<file path="config.mk">
export PLATFORM = sky130hd
export DESIGN_NAME = concat_frame_scheduler_flat
export DESIGN_NICKNAME = d
export VERILOG_FILES = /design/src/rtl/concat_frame_scheduler_if.sv /design/src/rtl/concat_frame_scheduler.sv /design/src/flat_wrapper.sv
export SDC_FILE = /design/constraint.sdc
export NUM_CORES = 1
export LEC_CHECK = 0
export ABC_CLOCK_PERIOD_IN_PS = 3700
export CAP_MARGIN = 20
export CORE_ASPECT_RATIO = 1.1
export CORE_MARGIN = 5
export CORE_UTILIZATION = 47
export CTS_CLUSTER_DIAMETER = 200
export DETAILED_ROUTE_END_ITERATION = 7
export GPL_TIMING_DRIVEN = 1
export MAX_ROUTING_LAYER = met4
export PLACE_DENSITY = 0.91
export SETUP_SLACK_MARGIN = 0.05
export SLEW_MARGIN = 15
export SYNTH_ARGS = -nofsm -noshare
export SYNTH_HDL_FRONTEND = slang
export SYNTH_SLANG_ARGS = --single-unit
</file>
<file path="constraint.sdc">
create_clock -name i_clock -period 3.7 [get_ports i_clock]
set_input_delay 0.555 -clock i_clock [delete_from_list [all_inputs] [get_ports i_clock]]
set_output_delay 0.555 -clock i_clock [all_outputs]
set_load 0.05 [all_outputs]
</file>
<file path="src/rtl/concat_frame_scheduler_if.sv">
// Stream bundle for concat_frame_scheduler: per-input word requests in,
// one tagged frame stream out towards the shared concatenator.
interface concat_frame_scheduler_if #(
    parameter int WIDTH      = 8,
    parameter int NUM_INPUTS = 4
);
    localparam int SW = $clog2(NUM_INPUTS);

    logic [NUM_INPUTS*WIDTH-1:0] i_in_data;
    logic [NUM_INPUTS-1:0]       i_in_valid;
    logic [NUM_INPUTS-1:0]       o_in_ready;
    logic [WIDTH-1:0]            o_out_data;
    logic                        o_out_valid;
    logic                        o_out_last;
    logic [SW-1:0]               o_out_source;
    logic                        o_busy;
    logic                        o_timeout;

    modport slave (
        input  i_in_data,
        input  i_in_valid,
        output o_in_ready,
        output o_out_data,
        output o_out_valid,
        output o_out_last,
        output o_out_source,
        output o_busy,
        output o_timeout
    );

    modport master (
        output i_in_data,
        output i_in_valid,
        input  o_in_ready,
        input  o_out_data,
        input  o_out_valid,
        input  o_out_last,
        input  o_out_source,
        input  o_busy,
        input  o_timeout
    );
endinterface

</file>
<file path="src/rtl/concat_frame_scheduler.sv">
// Round-robin frame scheduler sharing one concatenator between inputs.
// Define CONCAT_FRAME_SCHEDULER_TIMEOUT_EN to zero-pad stalled frames.
module concat_frame_scheduler #(
    parameter int WIDTH          = 8,
    parameter int NUM_WORDS      = 1024,
    parameter int NUM_INPUTS     = 4,
    parameter int TIMEOUT_CYCLES = 256
) (
    input  logic                     i_clock,
    input  logic                     i_reset_n,
    concat_frame_scheduler_if.slave  bus
);
    localparam int SW = $clog2(NUM_INPUTS);
    localparam int CW = $clog2(NUM_WORDS);

    if (NUM_WORDS < 2) begin : g_chk_words
        $error("NUM_WORDS must be at least 2");
    end
    if (NUM_INPUTS < 2) begin : g_chk_inputs
        $error("NUM_INPUTS must be at least 2");
    end
    if (TIMEOUT_CYCLES < 1) begin : g_chk_timeout
        $error("TIMEOUT_CYCLES must be at least 1");
    end

    typedef enum logic [1:0] {
        S_IDLE = 2'd0,
        S_XFER = 2'd1
`ifdef CONCAT_FRAME_SCHEDULER_TIMEOUT_EN
        ,
        S_PAD  = 2'd2
`endif
    } state_t;

    state_t          r_state;
    logic [SW-1:0]   r_grant;
    logic [SW-1:0]   r_ptr;
    logic [CW-1:0]   r_cnt;
    logic [WIDTH-1:0] r_out_data;
    logic            r_out_valid;
    logic            r_out_last;
    logic [SW-1:0]   r_out_source;
    logic            r_busy;

    logic [SW-1:0]         w_next_grant;
    logic [SW-1:0]         w_idx;
    logic                  w_any_req;
    logic                  w_xfer;
    logic                  w_last_word;
    logic [WIDTH-1:0]      w_sel_data;
    logic [NUM_INPUTS-1:0] w_onehot;

`ifdef CONCAT_FRAME_SCHEDULER_TIMEOUT_EN
    localparam int TW = $clog2(TIMEOUT_CYCLES + 1);
    logic [TW-1:0] r_stall;
    logic          r_pad_first;
    logic          r_timeout;
`endif

    // First requester strictly after the pointer, wrapping around.
    always_comb begin
        w_any_req    = 1'b0;
        w_next_grant = r_ptr;
        w_idx        = r_ptr;
        for (int i = 1; i <= NUM_INPUTS; i++) begin
            w_idx = SW'((int'(r_ptr) + i) % NUM_INPUTS);
            if (!w_any_req && bus.i_in_valid[w_idx]) begin
                w_any_req    = 1'b1;
                w_next_grant = w_idx;
            end
        end
    end

    assign w_onehot    = NUM_INPUTS'(1) << r_grant;
    assign w_xfer      = (r_state == S_XFER) && bus.i_in_valid[r_grant];
    assign w_last_word = (r_cnt == CW'(NUM_WORDS - 1));
    assign w_sel_data  = bus.i_in_data[int'(r_grant)*WIDTH +: WIDTH];

    assign bus.o_in_ready   = (r_state == S_XFER) ? w_onehot : '0;
    assign bus.o_out_data   = r_out_data;
    assign bus.o_out_valid  = r_out_valid;
    assign bus.o_out_last   = r_out_last;
    assign bus.o_out_source = r_out_source;
    assign bus.o_busy       = r_busy;
`ifdef CONCAT_FRAME_SCHEDULER_TIMEOUT_EN
    assign bus.o_timeout    = r_timeout;
`else
    assign bus.o_timeout    = 1'b0;
`endif

    always_ff @(posedge i_clock or negedge i_reset_n) begin
        if (!i_reset_n) begin
            r_state      <= S_IDLE;
            r_grant      <= '0;
            r_ptr        <= SW'(NUM_INPUTS - 1);
            r_cnt        <= '0;
            r_out_data   <= '0;
            r_out_valid  <= 1'b0;
            r_out_last   <= 1'b0;
            r_out_source <= '0;
            r_busy       <= 1'b0;
`ifdef CONCAT_FRAME_SCHEDULER_TIMEOUT_EN
            r_stall      <= '0;
            r_pad_first  <= 1'b0;
            r_timeout    <= 1'b0;
`endif
        end else begin
            r_out_valid <= 1'b0;
            r_out_last  <= 1'b0;
`ifdef CONCAT_FRAME_SCHEDULER_TIMEOUT_EN
            r_timeout   <= 1'b0;
`endif
            unique case (r_state)
                S_IDLE: begin
                    if (w_any_req) begin
                        r_grant <= w_next_grant;
                        r_ptr   <= w_next_grant;
                        r_cnt   <= '0;
                        r_state <= S_XFER;
                        r_busy  <= 1'b1;
`ifdef CONCAT_FRAME_SCHEDULER_TIMEOUT_EN
                        r_stall <= '0;
`endif
                    end
                end
                S_XFER: begin
                    if (w_xfer) begin
                        r_out_valid  <= 1'b1;
                        r_out_data   <= w_sel_data;
                        r_out_source <= r_grant;
                        r_out_last   <= w_last_word;
                        r_cnt        <= r_cnt + CW'(1);
`ifdef CONCAT_FRAME_SCHEDULER_TIMEOUT_EN
                        r_stall      <= '0;
`endif
                        if (w_last_word) begin
                            r_state <= S_IDLE;
                            r_busy  <= 1'b0;
                        end
                    end
`ifdef CONCAT_FRAME_SCHEDULER_TIMEOUT_EN
                    else if (r_stall == TW'(TIMEOUT_CYCLES - 1)) begin
                        r_state     <= S_PAD;
                        r_busy      <= 1'b0;
                        r_pad_first <= 1'b1;
                    end else begin
                        r_stall <= r_stall + TW'(1);
                    end
`endif
                end
`ifdef CONCAT_FRAME_SCHEDULER_TIMEOUT_EN
                // Fill the rest of the aborted frame with zero words.
                S_PAD: begin
                    r_out_valid  <= 1'b1;
                    r_out_data   <= '0;
                    r_out_source <= r_grant;
                    r_out_last   <= w_last_word;
                    r_timeout    <= r_pad_first;
                    r_pad_first  <= 1'b0;
                    r_cnt        <= r_cnt + CW'(1);
                    if (w_last_word) begin
                        r_state <= S_IDLE;
                    end
                end
`endif
                default: begin
                    r_state <= S_IDLE;
                    r_busy  <= 1'b0;
                end
            endcase
        end
    end
endmodule

</file>
<file path="src/flat_wrapper.sv">
// flat-port wrapper written by rule: the top's interface ports become plain ports
module concat_frame_scheduler_flat 
#(
    parameter int WIDTH          = 8,
    parameter int NUM_WORDS      = 1024,
    parameter int NUM_INPUTS     = 4,
    parameter int TIMEOUT_CYCLES = 256
)
  (i_clock, i_reset_n, bus_i_in_data, bus_i_in_valid, bus_o_in_ready, bus_o_out_data, bus_o_out_valid, bus_o_out_last, bus_o_out_source, bus_o_busy, bus_o_timeout);
  concat_frame_scheduler_if #(.WIDTH(WIDTH), .NUM_INPUTS(NUM_INPUTS)) bus_i ();
  input  logic i_clock;
  input  logic i_reset_n;
  input wire logic [$bits(bus_i.i_in_data)-1:0] bus_i_in_data;
  input wire logic [$bits(bus_i.i_in_valid)-1:0] bus_i_in_valid;
  output wire logic [$bits(bus_i.o_in_ready)-1:0] bus_o_in_ready;
  output wire logic [$bits(bus_i.o_out_data)-1:0] bus_o_out_data;
  output wire logic [$bits(bus_i.o_out_valid)-1:0] bus_o_out_valid;
  output wire logic [$bits(bus_i.o_out_last)-1:0] bus_o_out_last;
  output wire logic [$bits(bus_i.o_out_source)-1:0] bus_o_out_source;
  output wire logic [$bits(bus_i.o_busy)-1:0] bus_o_busy;
  output wire logic [$bits(bus_i.o_timeout)-1:0] bus_o_timeout;
  assign bus_i.i_in_data = bus_i_in_data;
  assign bus_i.i_in_valid = bus_i_in_valid;
  assign bus_o_in_ready = bus_i.o_in_ready;
  assign bus_o_out_data = bus_i.o_out_data;
  assign bus_o_out_valid = bus_i.o_out_valid;
  assign bus_o_out_last = bus_i.o_out_last;
  assign bus_o_out_source = bus_i.o_out_source;
  assign bus_o_busy = bus_i.o_busy;
  assign bus_o_timeout = bus_i.o_timeout;
  concat_frame_scheduler #(.WIDTH(WIDTH), .NUM_WORDS(NUM_WORDS), .NUM_INPUTS(NUM_INPUTS), .TIMEOUT_CYCLES(TIMEOUT_CYCLES)) u_core (.i_clock(i_clock), .i_reset_n(i_reset_n), .bus(bus_i));
endmodule
</file>
==> impl.org, run 1 <==
** Pwr
- For this design the static power due to leakage is 0.890 nW.
- Pwr Density :: 457 nW/um2
- Pwr Total :: 0.932 mW
- VDD IR max :: 312 uV

** Logic synthesis
- The most common cell in the synthesized netlist is sky130_fd_sc_hd__nand2_1.
- Synthesized flop and latch total :: 27
- Yosys mapped a number of flops with a built-in enable equal to 0.
- For this run, the number of Yosys warnings is 0.
- The synthesized design spends more area on one cell type than any other, namely sky130_fd_sc_hd__dfrtp_1.
- The number of nets in the synthesized netlist is 181.
- Gate count of the mapped netlist :: 142
- Fraction of registers with async set or reset after synthesis :: 100%
- Main flop type after synthesis :: sky130_fd_sc_hd__dfrtp_1
- Unique cell type count in the Yosys netlist :: 38
- The cell area that synthesis handed to floorplanning was 1470 um2.
- In this run the biggest area consumer among cell types represents a little over two fifths of the synthesized area.
- Top cells by area, synth :: sky130_fd_sc_hd__dfrtp_1 (43%), sky130_fd_sc_hd__mux4_2 (12%), sky130_fd_sc_hd__nand2_1 (10%)
- For this run, the register share of the synthesized area comes to approximately 46%.
- Averaged over all synthesized cells, the footprint is 10.3 um2.
- Top cells by count, synth :: sky130_fd_sc_hd__nand2_1 (39), sky130_fd_sc_hd__dfrtp_1 (25), sky130_fd_sc_hd__mux4_2 (8)

** Job
- Max-cap violations :: 0

** Floorplanning
- The total area inside the core boundary comes to 3020 um2.
- The floorplan has 21 rows.
- Starting utilization of the core area :: 48.6%
- The die covers roughly 4300 um2.
- The die is roughly 70 um tall.
- I/O pin count :: between 50 and 60
- The die is 63.3 um wide.

** Setup path
- Dominant delay contributor by cell family on the critical path :: buffers and inverters
- Of all nets on the critical path, the largest fanout is 13.
- The signal on the critical path passes through inv_1 -> nor2_1 -> clkdlybuf4s50_1.
- STA classifies the critical path endpoint as an output pin.
- Largest incremental delay on the critical path :: 0.81 ns
- Required time of the critical path :: 3.14 ns
- For the worst setup path, the data arrival time is approximately 2.3 ns.
- For this design, the slowest cell found on the critical path is sky130_fd_sc_hd__clkdlybuf4s50_1.
- The worst setup path is launched from a flip-flop.
- WP buf/inv :: 2
- Setup CP Type :: flip-flop to output pin

** Global route
- Global routing used between 15 and 20% of the available tracks across all layers.
- Entering global routing, the biggest net connects 27 pins.
- Global routing's busiest layer :: met2
- Overflow after GRT :: 0
- Number of global-route vias before repair :: 1270
- Global-route wire length before repair :: 5.85 mm
- Met1 Track Usage GR :: 20.0%
- Initial antenna violation count :: 0
- GRT met3 Usage :: under 10%
- Met2 track utilization from global routing :: between 30% and 40%

** Clocking
- Max clock buf depth :: 2
- CTS tree :: yes
- Number of cells upsized or downsized after cts :: 0
- After clock tree synthesis, the clock-pin slew on the worst setup and hold paths is 0.14 ns.
- Once the clock tree was built, the setup fixing pass inserted 0 buffers.
- Number of buffers created by CTS :: 3
- CTS placed an instance of sky130_fd_sc_hd__clkbuf_4 at the clock tree root.
- The clock net in this run drives a total of 27 sinks.
- In this run the number of H-tree levels came out at 1.
- The number of hold buffers added after CTS was 0.
- For the worst-skew pair, the clock arrives at the later sink with an insertion delay of 0.33 ns.

** Route
- The first detailed-routing pass took 4 iterations.
- Dividing the detail-routed via count by the number of cells gives 5.52.
- Antenna Violating Nets Remaining :: 0
- After detailed routing, the average wire length per cell comes to around 17 um.
- After detailed routing, the total wire length is 3.79 mm.
- In the routed design, unresolved DRC markers number 0.
- The first routing iteration left 65 violations.
- The final route contains 1258 vias.

** Placement
- Half-perimeter wire length of the detailed placement result :: ~3.0 mm
- The congestion estimate from routability-driven global placement came to 0.780.
- Number of port buffers :: 54

** Final layout
- Compared with the post-synthesis result, the final layout area differs by 39.0%.
- Cells fill 67.5% of the core in the end.
- Of the cells placed in the final design, the portion with a size suffix greater than 1 is 11.3%.
- Net total in the final layout :: between 200 and 250
- The number of antenna diodes in the final layout is 0.

** Timing
- Slew Limit Headroom :: 56.2%
- Derived from the worst setup path, the maximum achievable clock frequency is 353 MHz.
- Layout Skew :: 0.00863 ns
- Hold timing on the final database bottoms out at a slack of 0.188 ns.
- Total Negative Setup Slacks :: 0 ns
- RSZ-0062 raised after global routing :: no
- The count of endpoints failing hold in the final timing report came to 0.
- The total count of max-transition violations in the final report is 0.
- The worst path uses between 70% and 80% of the clock period.
- Final Critical Period :: 2.83 ns
- At the pin with the least slew margin, the transition time is 0.657 ns.
- Setup violators final :: 0

** Status
- Run status :: finished, final reports clean

** Worst hold path
- The min-delay analysis places its worst path in the category primary input to asynchronous set/reset pin.
-- routing by layer --
layer  wire [um]  vias up
met5           0        -
met4          80        0
met3         137        7
met2        2090       31
met1        1480      611
li1            -      609
-- per-stage QoR --
stage,std cells,cell area [um2],worst slack [ns]
2_1_floorplan,142,1470,1.54
3_3_place_gp,224,2020,1.19
3_5_place_dp,224,2020,1.04
4_1_cts,228,2050,0.859
5_1_grt,228,2040,0.726
6_report,228,2040,0.869
-- worst reg2reg max path, stage by stage (launching register included) --
cell                        delay, ns
sky130_fd_sc_hd__dfrtp_1         0.79
sky130_fd_sc_hd__mux2_2          0.44
sky130_fd_sc_hd__a2bb2oi_2       0.49
sky130_fd_sc_hd__inv_1           0.35
sky130_fd_sc_hd__nand4_1         0.20
sky130_fd_sc_hd__mux2i_1         0.19
-- cells by family after synthesis --
group           Yosys count  share of synthesized area, %
other cells               1                         0.256
fa+ha+maj                 1                         0.852
mux                      15                          17.1
compound gates           20                          9.38
simple gates             66                          22.0
flops                    27                          46.2
buf+inv                  12                          4.18
-- registers in the layout, summed over array words and instances, names as in the netlist --
name and count:
u_core.r_ptr 2, u_core.bus.o_out_valid 1, u_core.bus.o_busy 1, u_core.bus.o_out_last 1, u_core.r_grant 2, u_core.r_cnt 10, u_core.bus.o_out_data 8, u_core.bus.o_out_source 2
-- final cells by class --
cell class                      instances  area [um2]
Fill cell                             223         981
Tap cell                               34        42.5
Inverter                                4        15.0
Clock buffer                            4        26.3
Timing Repair Buffer                   56         551
Sequential cell                        27         678
Multi-Input combinational cell        103         728
-- power breakdown --
group / leakage, nW / internal, mW / switching (mW) / total (mW)
sequential: 0.324 / 0.363 / 0.0662 / 0.429
clock: 0.0150 / 0.0424 / 0.0870 / 0.129
combinational: 0.551 / 0.157 / 0.217 / 0.374
total: 0.890 / 0.562 / 0.370 / 0.932
-- worst paths after layout --
kind,from,endpoint,slack (ns),cells past startpoint
min reg2reg,u_core.r_cnt[6]$_DFFE_PN0P_,u_core.r_cnt[6]$_DFFE_PN0P_,0.48,1
min in group i_clock,u_core.r_cnt[6]$_DFFE_PN0P_,u_core.r_cnt[6]$_DFFE_PN0P_,0.48,1
max in group asynchronous,i_reset_n,u_core.r_ptr[0]$_DFFE_PN1P_,2.95,2
max,u_core.r_grant[0]$_DFFE_PN0P_,bus_o_in_ready[3],0.87,3
max reg2reg,u_core.r_grant[0]$_DFFE_PN0P_,u_core.r_cnt[4]$_DFFE_PN0P_,1.18,5
min,i_reset_n,u_core.r_grant[1]$_DFFE_PN0P_,0.19,1
-- layout by cell type, fill, tap and decap left out, types with 3 or more instances in the layout --
cell type,count
sky130_fd_sc_hd__nor2_1,6
sky130_fd_sc_hd__clkbuf_4,3
sky130_fd_sc_hd__mux2i_1,6
sky130_fd_sc_hd__o21ai_0,4
sky130_fd_sc_hd__inv_1,4
sky130_fd_sc_hd__dfrtp_1,25
sky130_fd_sc_hd__mux4_2,8
sky130_fd_sc_hd__a21oi_1,5
sky130_fd_sc_hd__clkdlybuf4s50_1,53
sky130_fd_sc_hd__nand2_1,39
sky130_fd_sc_hd__nand3_1,4
No activity file was read; power rests on OpenSTA's default activity.
==> inputs of run 2 (changes only) <==
- ABC_CLOCK_PERIOD_IN_PS: 3700 -> 2800
- CORE_UTILIZATION: 47 -> 43
- PLACE_DENSITY: 0.91 -> 0.85
- clock period: 3.7 -> 2.8 ns (I/O delays scaled with it)
==> impl.org, run 2 (synthesized netlist as in run 1, its figures left out) <==
** Setup path
- Kind of start point of the critical path :: flip-flop
- STA classifies the critical path endpoint as an output pin.
- The required time of the worst setup path came to 2.38 ns (-0.76 ns).
- Arrival time of the worst setup path :: 2.20 ns (-0.08 ns)
- The largest driver fanout on the critical path came to 11 (-2).
- Setup CP Type :: flip-flop to output pin

** Timing
- The worst clock skew on the final layout came to 0.00414 ns (-0.00449 ns).
- Hold Vio Cnt, Final :: 0 (unchanged)
- The total setup violations reported at the end of the flow was 0 (unchanged).
- The worst slew margin relative to its limit came to 65.5% (+9.3 points).
- Slew at the pin with the worst max-slew slack :: 0.516 ns (-0.141 ns)
- The summed negative setup slack over all endpoints is 0 ns (unchanged).
- Derived from the worst setup path, the maximum achievable clock frequency is approximately 380 MHz.
- The worst path in the final design needs a cycle of about 2.6 ns, including I/O delays and setup.
- Fraction of the cycle the final worst path needs :: approximately 93%
- RSZ-0062 raised after global routing :: no
- The total count of max-transition violations in the final report came to 0 (unchanged).

** Floorplanning
- The die extent in y came to 71.3 um (+3.9%).
- The total number of placement rows came to 22 (+4.8%).
- Starting utilization of the core area :: 44.4% (-4.1 points)
- Core Box Area :: 3300 um2 (+9.3%)
- Full die area :: 4680 um2 (+7.9%)
- The count of pins on the block boundary was 56 (unchanged).
- Die Span X :: 65.7 um (+3.8%)

** Clocking
- Latest clock arrival within the worst-skew pair :: 0.34 ns (about the same)
- Number of buffers created by CTS :: 3 (unchanged)
- CTS placed an instance of sky130_fd_sc_hd__clkbuf_4 at the clock tree root.
- Number of levels the H-tree was split into :: 1 (unchanged)
- Post-CTS repair timing setup buffer count :: 0 (unchanged)
- TritonCTS Sinks :: 27 (unchanged)
- The maximum buffer depth of the clock tree came to 2 (unchanged).
- Number of cells upsized or downsized after cts :: 0 (unchanged)
- The hold buffer count at CTS came to 0 (unchanged).
- CTS clock-pin slew for the worst setup and hold paths :: 0.15 ns (about the same)
- TritonCTS built the clock tree.

** Global route
- Global routing's busiest layer :: met2
- Met2 track utilization from global routing :: 30.2% (-1.6 points)
- The met3 usage was 1.57% (-1.5 points).
- The pin count of the biggest net entering global routing is 28 (+3.7%).
- Global-route wire length before repair :: 6.22 mm (+6.2%)
- The remaining global-route overflow is 0 (unchanged).
- Number of global-route vias before repair :: 1344 (+5.8%)
- Initial antenna violation count :: 0 (unchanged)
- The total routing resource utilization after global routing was 17.8% (-0.21 points).
- Met1 Track Usage GR :: 21.1% (+1.0 points)

** Route
- DRC viols :: 0 (unchanged)
- Drt pass-1 iters :: 5 (+1)
- The detailed-route vias per instance is 5.42 (-1.7%).
- Via count :: 1258 (unchanged)
- Antenna Violating Nets Remaining :: 0 (unchanged)
- Drt initial violations :: 65 (unchanged)
- The wire length per cell after detailed routing is 16.0 um (-3.6%).
- Aggregate routed wire length :: 3.72 mm (-1.9%)

** Status
- Run status :: finished, final reports clean

** Pwr
- The leakage component of the power was 0.902 nW (+1.4%).
- The maximum vdd drop came to 290 uV (-7.0%).
- Proportion of power drawn by the clock network :: 14.2% (+0.3 points)
- Pwr Total :: 1.24 mW (+33%)
- The sequential cell fraction of total power is 45.2% (-0.8 points).
- The total power per unit cell area came to 600 nW/um2 (+31%).
- Combinational Power Share :: 40.5% (+0.4 points)
- The cell internal power dissipation came to 0.745 mW (+33%).
- The switching component of the power was 0.493 mW (+33%).
- The net switching share of the total power was 39.8% (+0.14 points).

** Placement
- The post-detailed-placement half-perimeter wirelength is 2.99 mm (-1.7%).
- Number of port buffers :: 54 (unchanged)
- RePlAce Congestion :: 0.809 (+3.7%)
- Placed Cells :: 228 (+1.8%)

** Worst hold path
- Hold crit path type :: primary input to asynchronous set/reset pin

** Final layout
- The final cell count without fillers was 232 (+1.8%).
- Utilization of the core after routing :: 62.5% (-5.0 points)
- Area taken by multi-input logic gates :: 728 um2 (unchanged)
- Layout cells sized above 1 :: 12.2% (+0.90 points)
- u_core.r_cnt holds more flip-flops than any other register.
- The final net count came to 236 (+0.85%).
- The number of filler instances in the final layout was 278 (+25%).
- The library cell used most frequently in the layout, excluding fill and tap cells, is sky130_fd_sc_hd__clkdlybuf4s50_1.
- The library cells used most frequently in the layout, excluding fill and tap cells, are sky130_fd_sc_hd__clkdlybuf4s50_1 (54), sky130_fd_sc_hd__nand2_1 (39), sky130_fd_sc_hd__dfrtp_1 (25).
- Register cell area after layout :: 678 um2 (unchanged)
- The number of flip-flops in the largest register is 10 (unchanged).
- Layout overhead on the synthesized area :: 40.7%
- Inserted Diodes :: 0 (unchanged)

** Job
- The number of max-capacitance violations reported was 0 (unchanged).
-- run 2: final timing paths --
check,slack (ns),startpoint,to,depth (start not counted)
worst max-delay path,0.18,u_core.r_grant[1]$_DFFE_PN0P_,bus_o_in_ready[0],3
worst max register to register,0.65,u_core.r_grant[1]$_DFFE_PN0P_,u_core.r_cnt[4]$_DFFE_PN0P_,6
min in group i_clock,0.48,u_core.r_cnt[6]$_DFFE_PN0P_,u_core.r_cnt[6]$_DFFE_PN0P_,1
worst min-delay path,0.44,i_reset_n,u_core.bus.o_out_last$_DFF_PN0_,2
max in group asynchronous,2.07,i_reset_n,u_core.r_ptr[0]$_DFFE_PN1P_,2
worst min register to register,0.48,u_core.r_cnt[6]$_DFFE_PN0P_,u_core.r_cnt[6]$_DFFE_PN0P_,1
-- run 2: final cells by class --
cell class | count | area share, %
inverter | 4 | 0.727
sequential | 27 | 32.8
clock buffer | 3 | 1.09
clock inverter | 1 | 0.242
multi-input combinational | 103 | 35.3
timing repair buffer | 58 | 27.6
tap | 36 | 2.18
-- run 2: worst max-delay path: stages, from the launching register on --
cell                              delay [ns]
sky130_fd_sc_hd__dfrtp_1                0.57
sky130_fd_sc_hd__and2b_1                0.33
sky130_fd_sc_hd__and2_1                 0.15
sky130_fd_sc_hd__clkdlybuf4s50_1        0.81
-- run 2: per-layer routing --
metal  wire (um)  vias up
li1            -      607
met1        1530      597
met2        1940       47
met3         159        7
met4          87        0
met5           0        -
-- run 2: power groups by stage --
| stage | clock, mW | sequential, mW | combinational, mW |
|---|---|---|---|
| 6_report | 0.176 | 0.560 | 0.502 |
| 5_1_grt | 0.190 | 0.575 | 0.544 |
| 3_5_place_dp | 0 | 0.569 | 0.505 |
| 3_3_place_gp | 0 | 0.559 | 0.490 |
| 2_1_floorplan | 0 | 0.666 | 0.206 |
| 4_1_cts | 0.179 | 0.559 | 0.506 |
-- run 2: through the flow --
stage / instance area (um2) / hold slack (ns) / setup slack (ns)
finish: 2060 / 0.435 / 0.183
floorplan: 1470 / 0.124 / 0.776
CTS: 2060 / 0.451 / 0.187
global route: 2060 / 0.470 / 0.106
global placement: 2040 / 0.450 / 0.454
detailed placement: 2040 / 0.465 / 0.340
